`src/rtl/inv_sqrt_pkg.sv`:
```
// Constants and types shared by the float<->fixed converters around the
// inverse-sqrt core.
package inv_sqrt_pkg;

  localparam int FLOAT_BIAS = 127;
  localparam int EXP_W      = 8;
  localparam int MANT_W     = 23;
  localparam int FLOAT_W    = 1 + EXP_W + MANT_W;
  localparam int FXP_W      = 32;
  localparam int FXP_FRAC   = 16;

  typedef enum logic [1:0] {
    IDLE,
    NORM,
    PACK
  } convState_e;

  // Sign is always zero on this path: the fixed-point side is unsigned.
  function automatic logic [FLOAT_W-1:0] packFloat(input logic [EXP_W-1:0]  expField,
                                                   input logic [MANT_W-1:0] mantField);
    return {1'b0, expField, mantField};
  endfunction

endpackage

```
`src/rtl/fxp_normalizer.sv`:
```
// Iterative normaliser: shifts the operand left one bit per clock until the
// MSB is set, counting the shifts as the leading-zero count.
module fxp_normalizer
  import inv_sqrt_pkg::*;
#(
  parameter int WIDTH = FXP_W,
  parameter int LZ_W  = $clog2(WIDTH)
) (
  input  logic             clk,
  input  logic             rst,
  input  logic             load,
  input  logic [WIDTH-1:0] d,
  output logic [WIDTH-1:0] sr,
  output logic [LZ_W-1:0]  lz,
  output logic             done,
  output logic             zero
);

  logic [WIDTH-1:0] sr_q;
  logic [LZ_W-1:0]  lz_q;

  assign done = sr_q[WIDTH-1];
  assign zero = (sr_q == '0);

  // Once normalised (or found to be zero) the register freezes, so the
  // result stays put for the packing cycle and while the converter idles.
  always_ff @(posedge clk) begin
    if (rst) begin
      sr_q <= '0;
      lz_q <= '0;
    end else if (load) begin
      sr_q <= d;
      lz_q <= '0;
    end else if (!done && !zero) begin
      sr_q <= {sr_q[WIDTH-2:0], 1'b0};
      lz_q <= lz_q + LZ_W'(1);
    end
  end

  assign sr = sr_q;
  assign lz = lz_q;

endmodule

```
`src/rtl/fxp_to_float.sv`:
```
// Unsigned Q16.16 to IEEE-754 single converter: load, normalise iteratively,
// then pack exponent and truncated mantissa into a held output register.
module fxp_to_float
  import inv_sqrt_pkg::*;
#(
  parameter int WIDTH     = FXP_W,
  parameter int FRAC_BITS = FXP_FRAC
) (
  input  logic               clk,
  input  logic               rst,
  input  logic               start_i,
  input  logic [WIDTH-1:0]   fxp_in_i,
  output logic [FLOAT_W-1:0] float_out_o,
  output logic               ready_o,
  output logic               busy_o
);

  localparam int LZ_W       = $clog2(WIDTH);
  localparam int EXP_OFFSET = FLOAT_BIAS + WIDTH - 1 - FRAC_BITS;

  convState_e         state_q, state_d;
  logic [FLOAT_W-1:0] floatOut_q, floatOut_d;
  logic               ready_q, ready_d;
  logic               busy_q, busy_d;

  logic               load;
  logic [WIDTH-1:0]   sr;
  logic [LZ_W-1:0]    lz;
  logic               done;
  logic               zero;
  logic [EXP_W-1:0]   expVal;
  logic               unusedBits;

  fxp_normalizer #(
    .WIDTH(WIDTH),
    .LZ_W (LZ_W)
  ) uNormalizer (
    .clk (clk),
    .rst (rst),
    .load(load),
    .d   (fxp_in_i),
    .sr  (sr),
    .lz  (lz),
    .done(done),
    .zero(zero)
  );

  // Each shift halves the weight of the MSB, so the exponent drops by lz.
  assign expVal     = EXP_W'(EXP_OFFSET) - EXP_W'(lz);
  assign unusedBits = ^{sr[WIDTH-1], sr[WIDTH-2-MANT_W:0]};

  always_comb begin
    state_d    = state_q;
    floatOut_d = floatOut_q;
    ready_d    = 1'b0;
    busy_d     = busy_q;
    load       = 1'b0;
    unique case (state_q)
      IDLE: begin
        if (start_i) begin
          load    = 1'b1;
          busy_d  = 1'b1;
          state_d = NORM;
        end
      end
      NORM: begin
        if (zero || done) begin
          state_d = PACK;
        end
      end
      PACK: begin
        floatOut_d = zero ? '0 : packFloat(expVal, sr[WIDTH-2 -: MANT_W]);
        ready_d    = 1'b1;
        busy_d     = 1'b0;
        state_d    = IDLE;
      end
      default: begin
        state_d = IDLE;
        busy_d  = 1'b0;
      end
    endcase
  end

  always_ff @(posedge clk) begin
    if (rst) begin
      state_q    <= IDLE;
      floatOut_q <= '0;
      ready_q    <= 1'b0;
      busy_q     <= 1'b0;
    end else begin
      state_q    <= state_d;
      floatOut_q <= floatOut_d;
      ready_q    <= ready_d;
      busy_q     <= busy_d;
    end
  end

  assign float_out_o = floatOut_q;
  assign ready_o     = ready_q;
  assign busy_o      = busy_q;

endmodule

```
`config.mk`:
```
export PLATFORM = sky130hd
export DESIGN_NAME = fxp_to_float
export DESIGN_NICKNAME = d
export VERILOG_FILES = /design/src/rtl/inv_sqrt_pkg.sv /design/src/rtl/fxp_normalizer.sv /design/src/rtl/fxp_to_float.sv
export SDC_FILE = /design/constraint.sdc
export NUM_CORES = 1
export LEC_CHECK = 0
export ABC_AREA = 1
export CORE_ASPECT_RATIO = 1.1
export CORE_MARGIN = 1
export CORE_UTILIZATION = 46
export DETAILED_ROUTE_END_ITERATION = 16
export GPL_TIMING_DRIVEN = 0
export HOLD_SLACK_MARGIN = 0.12
export PLACE_DENSITY = 0.76
export SETUP_SLACK_MARGIN = 0.5
export SYNTH_ARGS = -nofsm -noshare
export SYNTH_HDL_FRONTEND = slang
export SYNTH_SLANG_ARGS = --single-unit
export TNS_END_PERCENT = 5
```
`constraint.sdc`:
```
create_clock -name clk -period 1.28 [get_ports clk]
set_input_delay 0.32 -clock clk [delete_from_list [all_inputs] [get_ports clk]]
set_output_delay 0.32 -clock clk [all_outputs]
set_load 0.01 [all_outputs]
```
# Word-level counts from Yosys, hierarchy flattened
# Index checks and enable logic that the tools add are counted.
dict set report word_totals {
  reg_bits 73
  latchBits 0
  ramBits 0
  mem_bits_ro 0
  in_bits 35
  output_inout_bits 34
  elab_cells 34
  n_memories 0
}
dict set report classes {
  n_addsub 2
  mul 0
  n_div 0
  n_lt_le_gt_ge 0
  eq_ne 4
  shift 0
  mux 11
  bitwise 1
  n_reduce_logical 10
}
# op count
set ops {}
lappend ops {{32-bit two-way mux} 2}
lappend ops {{32-bit logical NOT} 1}
lappend ops {{31-bit two-way mux} 1}
lappend ops {{8-bit by 5-bit subtractor with 8-bit output, first input constant} 1}
lappend ops {{5-bit by 1-bit adder with 5-bit output, second input constant} 1}
lappend ops {{1-bit two-way mux} 4}
lappend ops {{2-bit two-way mux} 2}
lappend ops {{2-bit != test, second input constant} 2}
lappend ops {{2-bit case mux with 2 select lines} 1}
lappend ops {{2-bit AND reduction} 2}
lappend ops {{2-bit by 1-bit equality test with 1-bit output, second input constant} 1}
lappend ops {{2-bit equality test, second input constant} 1}
lappend ops {{1-bit logical NOT} 2}
lappend ops {{2-bit logical NOT} 1}
lappend ops {{1-bit case mux with 2 select lines} 1}
lappend ops {{2-bit nonzero test} 1}
lappend ops {{2-bit OR reduction} 1}
lappend ops {{1-bit logical AND} 1}
lappend ops {{1-bit logical OR} 1}
lappend ops {{1-bit inverter} 1}

# Depth between registers and ports, before layout
dict set report depth {
  word_depth 5
  mapped_depth 11
  mapped_depth_nobuf 10
}

# Hierarchy
# Synthesis repeated with hierarchy kept, for this count alone.
dict set report unflattened {
  hier_cells 486
  hier_area_um2 3333.2
}
# module instances cells_each area_per_inst_um2 seq_area_each_um2
set modules_own_cells {}
lappend modules_own_cells {fxp_normalizer 1 317 1974.4 740.7}
lappend modules_own_cells {fxp_to_float 1 169 1358.8 700.7}

# Worst setup path before layout
# No wires, ideal clock.
dict set report synth_path {
  kind {register to register}
  start {register uNormalizer.sr_q[19], in the netlist uNormalizer.sr[19]}
  end {register uNormalizer.sr_q[12], in the netlist uNormalizer.sr[12]}
  setup_ps 128
  t_arrival_ps 1239
  required_time_ps 1152
  slack_ps -87
  stages_incl_launch_ff 10
  n_path_buf 1
  synth_period_minus_slack_ps 1367
  path_cell_list {dfxtp_1 -> nor2_1 -> nand2_1 -> nor2_1 -> nand2_1 -> o21ai_4 -> buf_2 -> nand3_1 -> nand2_1 -> nor2_1}
}
dict set report synth_via {
  elab_chain_cells 4
}
# item line
set synth_rtl {}
lappend synth_rtl {{start: declaration} fxp_normalizer.sv:19} ;# logic [WIDTH-1:0] sr_q;
lappend synth_rtl {{start signal: assignment} fxp_normalizer.sv:35} ;# sr_q <= {sr_q[WIDTH-2:0], 1'b0};
lappend synth_rtl {{32-bit logical NOT} fxp_normalizer.sv:23} ;# assign zero = (sr_q == '0);
lappend synth_rtl {{1-bit logical NOT} fxp_normalizer.sv:34} ;# end else if (!done && !zero) begin
lappend synth_rtl {{1-bit logical AND} fxp_normalizer.sv:34}
lappend synth_rtl {{2-bit nonzero test (no source line)} -}
# No other way between the ends.
# A chain may end at the register's enable or synchronous reset.

# Final worst setup path
dict set report layout_path {
  start {register uNormalizer.sr_q[5], in the netlist uNormalizer.sr[5]}
  end {register uNormalizer.sr_q[0], in the netlist uNormalizer.sr[0]}
}
# The elaborated chain is that of the path after synthesis.

==> impl_summary.md <==
Logic synthesis
The count of cell types in the netlist is 20. sky130_fd_sc_hd__nand2_1 is the most common cell in the netlist. Of all cell types, the one taking the most synthesized area is sky130_fd_sc_hd__dfxtp_1. Synthesis produced a netlist whose cell count is 526. The share of flip-flops with an asynchronous set or reset after synthesis is 0.

The share of the synthesized area in the top cell type is 0.429. The number of flops mapped to enable cells by yosys is 0. The average footprint of a synthesized cell is 6.38 µm². The sequential cell area fraction in the yosys report is 0.429. By area the synthesized netlist is led by sky130_fd_sc_hd__dfxtp_1 43%, sky130_fd_sc_hd__nand2_1 20%, sky130_fd_sc_hd__inv_1 7.4%, sky130_fd_sc_hd__nor2_1 6.9%, sky130_fd_sc_hd__a21oi_1 5.8%. The most used flip-flop cell after synthesis is sky130_fd_sc_hd__dfxtp_1. The Yosys step of the flow raised 0 warnings.

The cell area after technology mapping is 3360 µm². Counting every net in the synthesized netlist gives 562. In this run, synthesis produced a sequential element count of 72. By count the netlist is led by 183 x sky130_fd_sc_hd__nand2_1, 72 x sky130_fd_sc_hd__dfxtp_1, 66 x sky130_fd_sc_hd__inv_1.

CTS
The clock root buffer is sky130_fd_sc_hd__clkbuf_8. The clock tree from TritonCTS is built. In this run the deepest clock path goes through 2 buffers. The cts-stage hold buffer count is 0. After clock tree synthesis, the clock-pin slew on the worst setup and hold paths is 70 ps. The count of H-tree levels built during CTS is 3. The later pin in the worst-skew pair is clocked with a latency of 340 ps. For this design, the sink count on the clock tree is 72. TritonCTS created 9 clock buffers.

Setup path
Walking the worst path, the cells encountered are nor2_2 -> nand2_1 -> nor2_1 -> nand2_2 -> o21ai_4 -> buf_6 -> buf_6 -> nand3_1 -> a21oi_2. The start of the worst register-to-register path is uNormalizer.sr[5]. Among the stages of the critical path, the cell type that occurs most often is sky130_fd_sc_hd__buf_6. The worst setup path is launched from a register.

Across all register-to-register paths, the minimum setup slack is -330 ps. The worst reg2reg path endpoint is uNormalizer.sr[0]. The library cell contributing the largest single delay on the critical path is sky130_fd_sc_hd__dfxtp_2. The capturing element type of the critical path is a register. The classification of the worst setup path is register to register.

The arrival time reported for the critical path endpoint is 1880 ps. The highest net fanout along the worst path is 10. The delay contributed by the slowest stage of the critical path is 330 ps.

STA puts the critical path data required time at 1550 ps. The depth of the most critical reg-to-reg path is 9.

Run status
The run finished, with violations left. The final reports fail on setup timing.

Timing
Across all setup checks in the final design, the least slack found is -334 ps. The final setup violation count is 47. Setup repair after global routing could not meet its margin everywhere. The number of pins with negative max-slew slack in the final report is 0. Subtracting the final worst setup slack from the clock period gives 1610 ps. The peak clock frequency supported by timing is 620 MHz. Clock skew on the completed layout was measured at 6.68 ps. The final-layout setup total negative slack is -11500 ps. The portion of the clock cycle consumed by the worst path in the final layout is 1.26.

The number of failing hold endpoints at the final stage is 0.

Power
The worst IR drop on VDD is 0.782 mV. Dividing total power by cell area gives a power density of 1240 nW/µm². The static leakage is 2.11 nW.

Place
Buffers placed on the I/O ports in this run total 67. The HPWL after detailed placement is 5920 µm. The final weighted congestion in routability-driven placement is 0.863. The post-placement cell count is 678.

Global routing
The number of global-route vias before repair is 3388. The first global-routing pass estimated 14800 µm of wire. The initial antenna violation count was 0.

The pin count of the biggest net entering global routing is 12. The total track usage is 0.239. For this run the aggregate overflow at the end of global routing stands at 0.

Layout
The synthesis-to-finish area growth is 41.4%. The share of post-route cells with drive strength above 1 is 0.246. The number of antenna cells inserted is 0. At the end of the flow, the number of nets in the layout was 650. For this run, the number of standard cells in the final layout without fillers is 703.

Detailed routing
The pre-antenna-repair detailed-routing pass consisted of 4 iterations. The mean number of vias per cell is 5.01. Dividing the detail-routed wire length by the instance count gives 12.7 µm. The count of routing violations after the opening detailed-route iteration is 205. The final wirelength is 8930 µm. The via count is 3522.

In the routed design, unresolved DRC markers number 0. The count of nets left with antenna violations once routing finished came out at 0.

Floorplanning
The floorplan has 32 rows. The standard cell core area is 7050 µm². The area of the die is 7650 µm².

Measured along the y axis, the die boundary spans 91.6 µm. The die is 83.5 µm wide. The starting utilization of the core area is 0.477. The number of I/O pins is 69.

Min path
The type of the most critical hold path is register to register. The worst hold path cell count is 1. In this run the most critical hold path is launched from state_q[1]. For hold timing, the worst endpoint is busy_o.

Job
The number of violations of the max-capacitance limit is 0.
how the worst max path moves through the flow:
stage,from,to,slack (ps),cells after the start
finish,uNormalizer.sr[5],uNormalizer.sr[0],-330,9
global route,uNormalizer.sr[24],uNormalizer.sr[10],-430,10
CTS,uNormalizer.sr[5],uNormalizer.sr[7],-300,10
detailed placement,start_i,uNormalizer.sr[3],-700,9
global placement,start_i,uNormalizer.sr[30],-670,9
floorplan,uNormalizer.sr[19],uNormalizer.sr[31],-60,9
cell type report:
type / instances / area, µm²
Fill cell: 598 / 2300
Multi-Input combinational cell: 357 / 1620
Sequential cell: 72 / 1490
Timing Repair Buffer: 77 / 805
Inverter: 69 / 262
Buffer: 28 / 245
Clock buffer: 12 / 155
Tap cell: 85 / 106
Clock inverter: 3 / 65.1
layer usage:
layer,track usage,share of wire,up-vias
li1,-,-,1779
met1,0.292,0.43,1596
met2,0.404,0.49,128
met3,0.0504,0.061,19
met4,0.112,0.024,0
met5,0,0,-
layout by cell type (no fill, tap or decap), types with 2 or more instances in the layout:
cell type / Yosys / routed
sky130_fd_sc_hd__dfxtp_2: 0 / 30
sky130_fd_sc_hd__nand3_2: 0 / 2
sky130_fd_sc_hd__clkbuf_16: 0 / 3
sky130_fd_sc_hd__inv_1: 66 / 65
sky130_fd_sc_hd__dfxtp_1: 72 / 40
sky130_fd_sc_hd__bufinv_16: 0 / 2
sky130_fd_sc_hd__nand3_1: 35 / 33
sky130_fd_sc_hd__nor2_4: 0 / 3
sky130_fd_sc_hd__nand2_2: 0 / 11
sky130_fd_sc_hd__clkbuf_4: 0 / 7
sky130_fd_sc_hd__o21ai_0: 28 / 27
sky130_fd_sc_hd__inv_2: 3 / 3
sky130_fd_sc_hd__a21oi_2: 0 / 5
sky130_fd_sc_hd__clkdlybuf4s15_2: 0 / 6
sky130_fd_sc_hd__clkbuf_2: 0 / 6
sky130_fd_sc_hd__buf_2: 6 / 5
sky130_fd_sc_hd__clkbuf_8: 0 / 13
sky130_fd_sc_hd__buf_4: 2 / 9
sky130_fd_sc_hd__dfxtp_4: 0 / 2
sky130_fd_sc_hd__xor2_1: 2 / 2
sky130_fd_sc_hd__nor2_1: 62 / 53
sky130_fd_sc_hd__nor2_2: 2 / 8
sky130_fd_sc_hd__clkbuf_1: 17 / 3
sky130_fd_sc_hd__nand2_4: 1 / 3
sky130_fd_sc_hd__buf_6: 3 / 29
sky130_fd_sc_hd__clkdlybuf4s50_1: 0 / 34
sky130_fd_sc_hd__a21oi_1: 39 / 34
sky130_fd_sc_hd__nand2_1: 183 / 170
sky130_fd_sc_hd__buf_8: 0 / 2
logic make-up (layout without fill, tap and decap cells):
kind of cell,count (synthesis),after routing,share of synthesized area
fa+ha+maj,1,1,0.00373
xor+xnor,2,2,0.00522
simple gates,285,285,0.336
compound gates,68,68,0.105
buf+inv,97,189,0.120
flops,72,72,0.429
other cells,1,1,0.00112
power by group:
group	switching (mW)	internal [mW]	leakage [nW]
registers	0.129	2.40	0.603
logic	0.771	0.593	1.39
clock network	0.822	1.19	0.112
total	1.72	4.19	2.11
metrics by stage:
stage	power, mW	hold slack [ps]	worst slack, ps	instance area, µm²	util
2_1_floorplan	3.32	445	-60.8	3360	-
3_3_place_gp	3.65	449	-671	4140	0.588
3_5_place_dp	3.68	455	-704	4140	0.588
4_1_cts	5.76	462	-297	4530	0.643
5_1_grt	6.23	475	-429	4750	0.674
6_report	5.91	462	-334	4750	0.674
worst max-delay path, delay by kind of cell (launching register included):
family                 cells  cell delay [ps]
AOI/OAI and AO/OA          2              380
buffers and inverters      2              270
DFF                        1              330
and+or+nand+nor            5              560
state kept, by name, summed over array words and instances (netlist names):
| register | count |
|---|---|
| uNormalizer.lz | 5 |
| busy_o | 1 |
| state_q | 2 |
| float_out_o | 31 |
| ready_o | 1 |
| uNormalizer.sr | 32 |
what timing repair did:
item	in CTS	in global routing
setup buffers	4	3
setup endpoints to repair	105	105
cloned	1	2
pin swaps	8	8
gates resized for setup	179	85
Power figures use the tool's default switching activity.
